$ cat src/rtl/vga_timing_pkg.sv
// ---------------------------------------------------------------------------
// vga_timing_pkg
// Shared VGA 800x600 @ 72 Hz timing constants (50 MHz pixel clock), the
// per-axis segment state type and small helpers. Used by the sync generator
// and by the downstream display position tracker so both agree on geometry.
// ---------------------------------------------------------------------------
package vga_timing_pkg;

    // Segments of one axis, visited in this order and then back to ACTIVE.
    typedef enum logic [1:0] {
        SEG_ACTIVE = 2'd0,
        SEG_FRONT  = 2'd1,
        SEG_SYNC   = 2'd2,
        SEG_BACK   = 2'd3
    } seg_state_t;

    // Horizontal geometry in pixel ticks.
    localparam int VGA_H_VISIBLE = 800;
    localparam int VGA_H_FRONT   = 56;
    localparam int VGA_H_SYNC    = 120;
    localparam int VGA_H_BACK    = 64;

    // Vertical geometry in lines.
    localparam int VGA_V_VISIBLE = 600;
    localparam int VGA_V_FRONT   = 37;
    localparam int VGA_V_SYNC    = 6;
    localparam int VGA_V_BACK    = 23;

    function automatic int axis_total(input int visible, input int front,
                                      input int sync, input int back);
        return visible + front + sync + back;
    endfunction

    function automatic seg_state_t seg_next(input seg_state_t s);
        seg_state_t n;
        n = SEG_ACTIVE;
        unique case (s)
            SEG_ACTIVE: n = SEG_FRONT;
            SEG_FRONT:  n = SEG_SYNC;
            SEG_SYNC:   n = SEG_BACK;
            SEG_BACK:   n = SEG_ACTIVE;
        endcase
        return n;
    endfunction

    localparam int VGA_H_TOTAL = axis_total(VGA_H_VISIBLE, VGA_H_FRONT, VGA_H_SYNC, VGA_H_BACK);
    localparam int VGA_V_TOTAL = axis_total(VGA_V_VISIBLE, VGA_V_FRONT, VGA_V_SYNC, VGA_V_BACK);

    // Inclusive sync windows in position units.
    localparam int VGA_H_SYNC_START = VGA_H_VISIBLE + VGA_H_FRONT;
    localparam int VGA_H_SYNC_END   = VGA_H_SYNC_START + VGA_H_SYNC - 1;
    localparam int VGA_V_SYNC_START = VGA_V_VISIBLE + VGA_V_FRONT;
    localparam int VGA_V_SYNC_END   = VGA_V_SYNC_START + VGA_V_SYNC - 1;

endpackage

$ cat src/rtl/vga_axis_counter.sv
// ---------------------------------------------------------------------------
// vga_axis_counter
// One timing axis: a position counter 0..TOTAL-1 and a four-state segment
// FSM (ACTIVE -> FRONT -> SYNC -> BACK) with its own in-segment counter.
// Ports:
//   clock, reset  clock and asynchronous active-high reset
//   advance       step the axis by one position this clock
//   pos           current position
//   state         current segment
//   wrap          high on the advancing clock that leaves position TOTAL-1
// ---------------------------------------------------------------------------
module vga_axis_counter
    import vga_timing_pkg::*;
#(
    parameter int VISIBLE = VGA_H_VISIBLE,
    parameter int FRONT   = VGA_H_FRONT,
    parameter int SYNC    = VGA_H_SYNC,
    parameter int BACK    = VGA_H_BACK,
    parameter int WIDTH   = 12
) (
    input  logic             clock,
    input  logic             reset,
    input  logic             advance,
    output logic [WIDTH-1:0] pos,
    output seg_state_t       state,
    output logic             wrap
);

    localparam int               TOTAL    = axis_total(VISIBLE, FRONT, SYNC, BACK);
    localparam logic [WIDTH-1:0] LAST_POS = WIDTH'(TOTAL - 1);

    logic [WIDTH-1:0] seg_cnt;
    logic [WIDTH-1:0] seg_last;

    always_comb begin
        seg_last = WIDTH'(VISIBLE - 1);
        unique case (state)
            SEG_ACTIVE: seg_last = WIDTH'(VISIBLE - 1);
            SEG_FRONT:  seg_last = WIDTH'(FRONT - 1);
            SEG_SYNC:   seg_last = WIDTH'(SYNC - 1);
            SEG_BACK:   seg_last = WIDTH'(BACK - 1);
        endcase
    end

    assign wrap = advance && (pos == LAST_POS);

    // Segment lengths sum to TOTAL, so BACK ends on the same tick the
    // position wraps and the two counters never drift apart.
    always_ff @(posedge clock or posedge reset) begin
        if (reset) begin
            pos     <= '0;
            seg_cnt <= '0;
            state   <= SEG_ACTIVE;
        end else if (advance) begin
            pos <= wrap ? '0 : pos + WIDTH'(1);
            if (seg_cnt == seg_last) begin
                seg_cnt <= '0;
                state   <= seg_next(state);
            end else begin
                seg_cnt <= seg_cnt + WIDTH'(1);
            end
        end
    end

endmodule

$ cat src/rtl/vga_sync_generator.sv
// ---------------------------------------------------------------------------
// vga_sync_generator
// VGA timing generator (default 800x600 @ 72 Hz from a 50 MHz clock).
// Ports:
//   clock        system clock
//   reset        asynchronous active-high reset
//   pix_en       pixel tick enable (tie high for one pixel per clock)
//   hsync/vsync  sync outputs, HSYNC_POL/VSYNC_POL when asserted
//   de           data enable, high inside the visible area
//   h_count      pixel column presented this tick
//   v_count      line presented this tick
//   line_start   one-clock pulse when h_count = 0 is presented
//   frame_start  one-clock pulse when (0,0) is presented
// All outputs are registered and come from the same internal position.
// ---------------------------------------------------------------------------
module vga_sync_generator
    import vga_timing_pkg::*;
#(
    parameter int   H_VISIBLE = VGA_H_VISIBLE,
    parameter int   H_FRONT   = VGA_H_FRONT,
    parameter int   H_SYNC    = VGA_H_SYNC,
    parameter int   H_BACK    = VGA_H_BACK,
    parameter int   V_VISIBLE = VGA_V_VISIBLE,
    parameter int   V_FRONT   = VGA_V_FRONT,
    parameter int   V_SYNC    = VGA_V_SYNC,
    parameter int   V_BACK    = VGA_V_BACK,
    parameter logic HSYNC_POL = 1'b1,
    parameter logic VSYNC_POL = 1'b1
) (
    input  logic        clock,
    input  logic        reset,
    input  logic        pix_en,
    output logic        hsync,
    output logic        vsync,
    output logic        de,
    output logic [11:0] h_count,
    output logic [10:0] v_count,
    output logic        line_start,
    output logic        frame_start
);

    localparam int H_TOTAL = axis_total(H_VISIBLE, H_FRONT, H_SYNC, H_BACK);
    localparam int V_TOTAL = axis_total(V_VISIBLE, V_FRONT, V_SYNC, V_BACK);

    if (H_TOTAL > 4096 || V_TOTAL > 2048) begin : g_bad_total
        $fatal(1, "vga_sync_generator: H_TOTAL/V_TOTAL exceed counter width");
    end
    if (H_VISIBLE < 1 || H_FRONT < 1 || H_SYNC < 1 || H_BACK < 1 ||
        V_VISIBLE < 1 || V_FRONT < 1 || V_SYNC < 1 || V_BACK < 1) begin : g_bad_seg
        $fatal(1, "vga_sync_generator: every segment length must be >= 1");
    end

    logic [11:0] h_pos;
    logic [10:0] v_pos;
    seg_state_t  h_state;
    seg_state_t  v_state;
    logic        h_wrap;
    logic        v_wrap;
    logic        h_at_zero;
    logic        v_at_zero;

    logic        hsync_p1;
    logic        vsync_p1;
    logic        de_p1;
    logic [11:0] h_count_p1;
    logic [10:0] v_count_p1;
    logic        line_start_p1;
    logic        frame_start_p1;

    vga_axis_counter #(
        .VISIBLE (H_VISIBLE),
        .FRONT   (H_FRONT),
        .SYNC    (H_SYNC),
        .BACK    (H_BACK),
        .WIDTH   (12)
    ) u_h_axis (
        .clock   (clock),
        .reset   (reset),
        .advance (pix_en),
        .pos     (h_pos),
        .state   (h_state),
        .wrap    (h_wrap)
    );

    vga_axis_counter #(
        .VISIBLE (V_VISIBLE),
        .FRONT   (V_FRONT),
        .SYNC    (V_SYNC),
        .BACK    (V_BACK),
        .WIDTH   (11)
    ) u_v_axis (
        .clock   (clock),
        .reset   (reset),
        .advance (h_wrap),
        .pos     (v_pos),
        .state   (v_state),
        .wrap    (v_wrap)
    );

    // Origin flags track "position is 0" from the wrap strobes, so the
    // pulse decode needs no wide zero compare on the counters.
    always_ff @(posedge clock or posedge reset) begin
        if (reset) begin
            h_at_zero <= 1'b1;
            v_at_zero <= 1'b1;
        end else begin
            if (pix_en) begin
                h_at_zero <= h_wrap;
            end
            if (h_wrap) begin
                v_at_zero <= v_wrap;
            end
        end
    end

    // ---- stage p1: decode current position into registered outputs ----
    always_ff @(posedge clock or posedge reset) begin
        if (reset) begin
            hsync_p1       <= ~HSYNC_POL;
            vsync_p1       <= ~VSYNC_POL;
            de_p1          <= 1'b0;
            h_count_p1     <= '0;
            v_count_p1     <= '0;
            line_start_p1  <= 1'b0;
            frame_start_p1 <= 1'b0;
        end else if (pix_en) begin
            hsync_p1       <= (h_state == SEG_SYNC) ? HSYNC_POL : ~HSYNC_POL;
            vsync_p1       <= (v_state == SEG_SYNC) ? VSYNC_POL : ~VSYNC_POL;
            de_p1          <= (h_state == SEG_ACTIVE) && (v_state == SEG_ACTIVE);
            h_count_p1     <= h_pos;
            v_count_p1     <= v_pos;
            line_start_p1  <= h_at_zero;
            frame_start_p1 <= h_at_zero && v_at_zero;
        end else begin
            // Pulses never stretch across idle clocks; everything else holds.
            line_start_p1  <= 1'b0;
            frame_start_p1 <= 1'b0;
        end
    end

    assign hsync       = hsync_p1;
    assign vsync       = vsync_p1;
    assign de          = de_p1;
    assign h_count     = h_count_p1;
    assign v_count     = v_count_p1;
    assign line_start  = line_start_p1;
    assign frame_start = frame_start_p1;

endmodule

$ cat config.mk
export PLATFORM = sky130hd
export DESIGN_NAME = vga_sync_generator
export DESIGN_NICKNAME = d
export VERILOG_FILES = /design/src/rtl/vga_timing_pkg.sv /design/src/rtl/vga_axis_counter.sv /design/src/rtl/vga_sync_generator.sv
export SDC_FILE = /design/constraint.sdc
export NUM_CORES = 1
export LEC_CHECK = 0
export CAP_MARGIN = 10
export CORE_ASPECT_RATIO = 0.75
export CORE_MARGIN = 10
export CORE_UTILIZATION = 45
export CTS_CLUSTER_SIZE = 28
export DETAILED_ROUTE_END_ITERATION = 7
export PLACE_DENSITY = 0.66
export SLEW_MARGIN = 40
export SYNTH_ARGS = -nofsm -noshare
export SYNTH_HDL_FRONTEND = slang
export SYNTH_SLANG_ARGS = --single-unit
$ cat constraint.sdc
create_clock -name clock -period 2.5 [get_ports clock]
set_input_delay 0.375 -clock clock [delete_from_list [all_inputs] [get_ports clock]]
set_output_delay 0.375 -clock clock [all_outputs]
set_load 0.02 [all_outputs]
==> results.toml <==
[run_status]
status = "complete, no violations"

[synth]
ys_ff_latch = 80
synth_cell_types = 50
synth_common_cells = "dfrtp_1 (78), mux2_2 (28), nand2_1 (28)"
synthCells = 340
yosysWarnings = 0
yosys.area.top_type = "dfrtp_1"
synth_edf_count = 0
synth_most_common_cell = "dfrtp_1"
ys.flop_type = "dfrtp_1"
async_flop_share = 1.00
synthTopCellsByArea = "dfrtp_1 (51%), mux2_2 (8.3%), xnor2_1 (3.9%)"
post_synth.cell_area_avg_um2 = 11.2
syn_nets = 354
ys_seq_area_frac = 0.525
yosys.area.top_type_share = 0.511
syn_area_um2 = 3820

[critical_path]
cp.required_ps = 2720
crit_path_start = "u_v_axis.state[0]"
path_max_fanout = 6
path_delay_family = "compound AO/OA/AOI/OAI gates"
path_buf_inv = 2
r2r_cells = 7
r2r-end = "u_v_axis.seg_cnt[3]"
worstSetupPathType = "reg2reg"
worstPathArrival_ps = 2470
worstPathCellList = "inv_1 -> ha_1 -> or3b_1 -> a2111oi_4 -> buf_4 -> a21oi_1 -> mux2_2"
critPathLaunchType = "register"
endpoint_kind = "register"
r2r_start = "u_v_axis.state[0]"
cp_slowest_cell = "or3b_1"
slowest_delay_ps = 400
r2r_slack_ps = 250

[power_and_ir_drop]
pwr-share-comb = 0.158
switching_share = 0.270
p_clk_frac = 0.408
pwr_density_cell_nw_per_um2 = 814
report.power.total_mw = 3.77
peakVddDrop_uv = 575
p_int_mw = 2.75
power_leakage_nw = 2.06
switchingPower_mw = 1.02
p_seq_frac = 0.433

[route]
drt_iter0_drc = 207
totalWireLength_mm = 7.52
wl_per_cell_um = 15.3
ant_nets = 0
routed_via_density = 5.45
num_vias = 2681
dr.pass1.iters = 4
drc = 0

[sta]
setup_tns_ps = 0
setup_slack_ps = 255
setup_viol = 0
period_minus_slack_ps = 2250
maxSlewViolCount = 0
hold_violations = 0
rsz0062_at_grt = "no"
fin_hold_ws_ps = 357
fmax_mhz = 445
maxSlewHeadroom = 0.624
skew_ps = 4.67
worst_pin_slew_ps = 565
period_share = 0.898

[cts]
clk_pin_slew_worst_paths_ps = 60
cts.repair.resized = 0
clk_latency_ps = 340
root_buffer = "clkbuf_16"
cts_buffer_depth = 2
holdBufCountCts = 0
cts_tree = "done"
cts_made_buffers = 9
cts.sinks = 80
h-tree-depth = 3
postCtsSetupBuffers = 0

[placement]
finalWeightedCongestion = 0.802
post-place-ws_ps = 276
place.detailed.hpwl_mm = 5.13
dpl.cell_count = 476
placed_cell_area_um2 = 4280
portBuffers = 30

[die]
initial_core_util = 0.456
num_io_pins = 31
dieHeight_um = 99.8
rows = 29
die_x_um = 126
core_um2 = 8380
die_area_um2 = 12600

[grt]
track_usage = 0.125
grt_pass1_vias = 2719
grt_pass1_wl_mm = 13.2
grt_max_degree = 58
grt-ovfl-total = 0
antenna_found_initial = 0

[final_layout]
fin_area_um2 = 4630
layout-drive-gt1-share = 0.172
nets = 393
syn_to_final_growth_pct = 21.2
finalNonFillerCells = 492
diodes = 0
final_util = 0.552

[job]
maxCapViolCount = 0

[hold_path]
worstHoldPathType = "in2async"
[how the worst max path moves through the flow]
stage	to	slack, ps	cells past startpoint
after global placement	u_h_axis.state[1]	350	6
after global routing	u_v_axis.seg_cnt[4]	140	7
after floorplan	de	80	1
final	u_v_axis.seg_cnt[3]	250	7
after CTS	u_v_axis.seg_cnt[3]	260	7
after detailed placement	u_h_axis.state[1]	280	6
[flip-flops by register name, summed over array words and instances, names as in the netlist]
register          count
u_h_axis.seg_cnt     12
h_at_zero             1
u_h_axis.state        2
frame_start           1
v_at_zero             1
de                    1
u_v_axis.pos         11
u_h_axis.pos         12
u_v_axis.seg_cnt     11
v_count              11
u_v_axis.state        2
line_start            1
h_count              12
hsync                 1
vsync                 1
[cell usage in the layout (no fill, tap or decap), drive strengths merged, types with 3 or more instances in the layout]
cell,n
a2111oi,3
a21oi,14
a31oi,4
and3,5
buf,9
bufinv,3
clkbuf,10
clkdlybuf4s50,29
dfrtp,78
ha,11
inv,20
mux2,29
mux2i,6
nand2,28
nand3,22
nand4,11
nor2,12
nor3,8
nor4,3
o211ai,3
o21ai,12
or2,3
or3,3
xnor2,17
xor2,8
[kinds of logic (layout without fill, tap and decap cells)]
kind of cell | count (synthesis) | after routing | share of synthesized area
flip-flops | 80 | 80 | 0.525
buffers and inverters | 30 | 74 | 0.0324
AO/OA/AOI/OAI | 47 | 47 | 0.0891
adder cells (fa/ha/maj) | 11 | 11 | 0.0360
multiplexers | 35 | 35 | 0.102
XOR/XNOR | 25 | 25 | 0.0573
AND/OR/NAND/NOR | 112 | 112 | 0.158
[final cells by class]
class	instances	area [um^2]
flip-flops and latches	80	2000
clock buffers	10	239
clock inverters	6	115
repair buffers	38	368
inverters	20	76.3
fillers	716	3750
multi-input cells	230	1690
well taps	108	135
[per-layer routing]
layer / routed length [um] / GRT usage / vias to the layer above / part of all wire
met5: 0 / 0 / - / 0
met4: 57 / 0.0306 / 0 / 0.0076
met3: 400 / 0.0506 / 6 / 0.053
met2: 3340 / 0.187 / 41 / 0.44
li1: - / - / 1295 / -
met1: 3720 / 0.165 / 1339 / 0.49
[power groups by stage]
stage | clock network [mW] | logic, mW | registers [mW]
3_5_place_dp | 0 | 0.603 | 1.65
3_3_place_gp | 0 | 0.589 | 1.64
5_1_grt | 1.63 | 0.669 | 1.66
2_1_floorplan | 0 | 0.395 | 1.66
6_report | 1.54 | 0.596 | 1.63
4_1_cts | 1.57 | 0.606 | 1.63
Power figures use the tool's default switching activity.
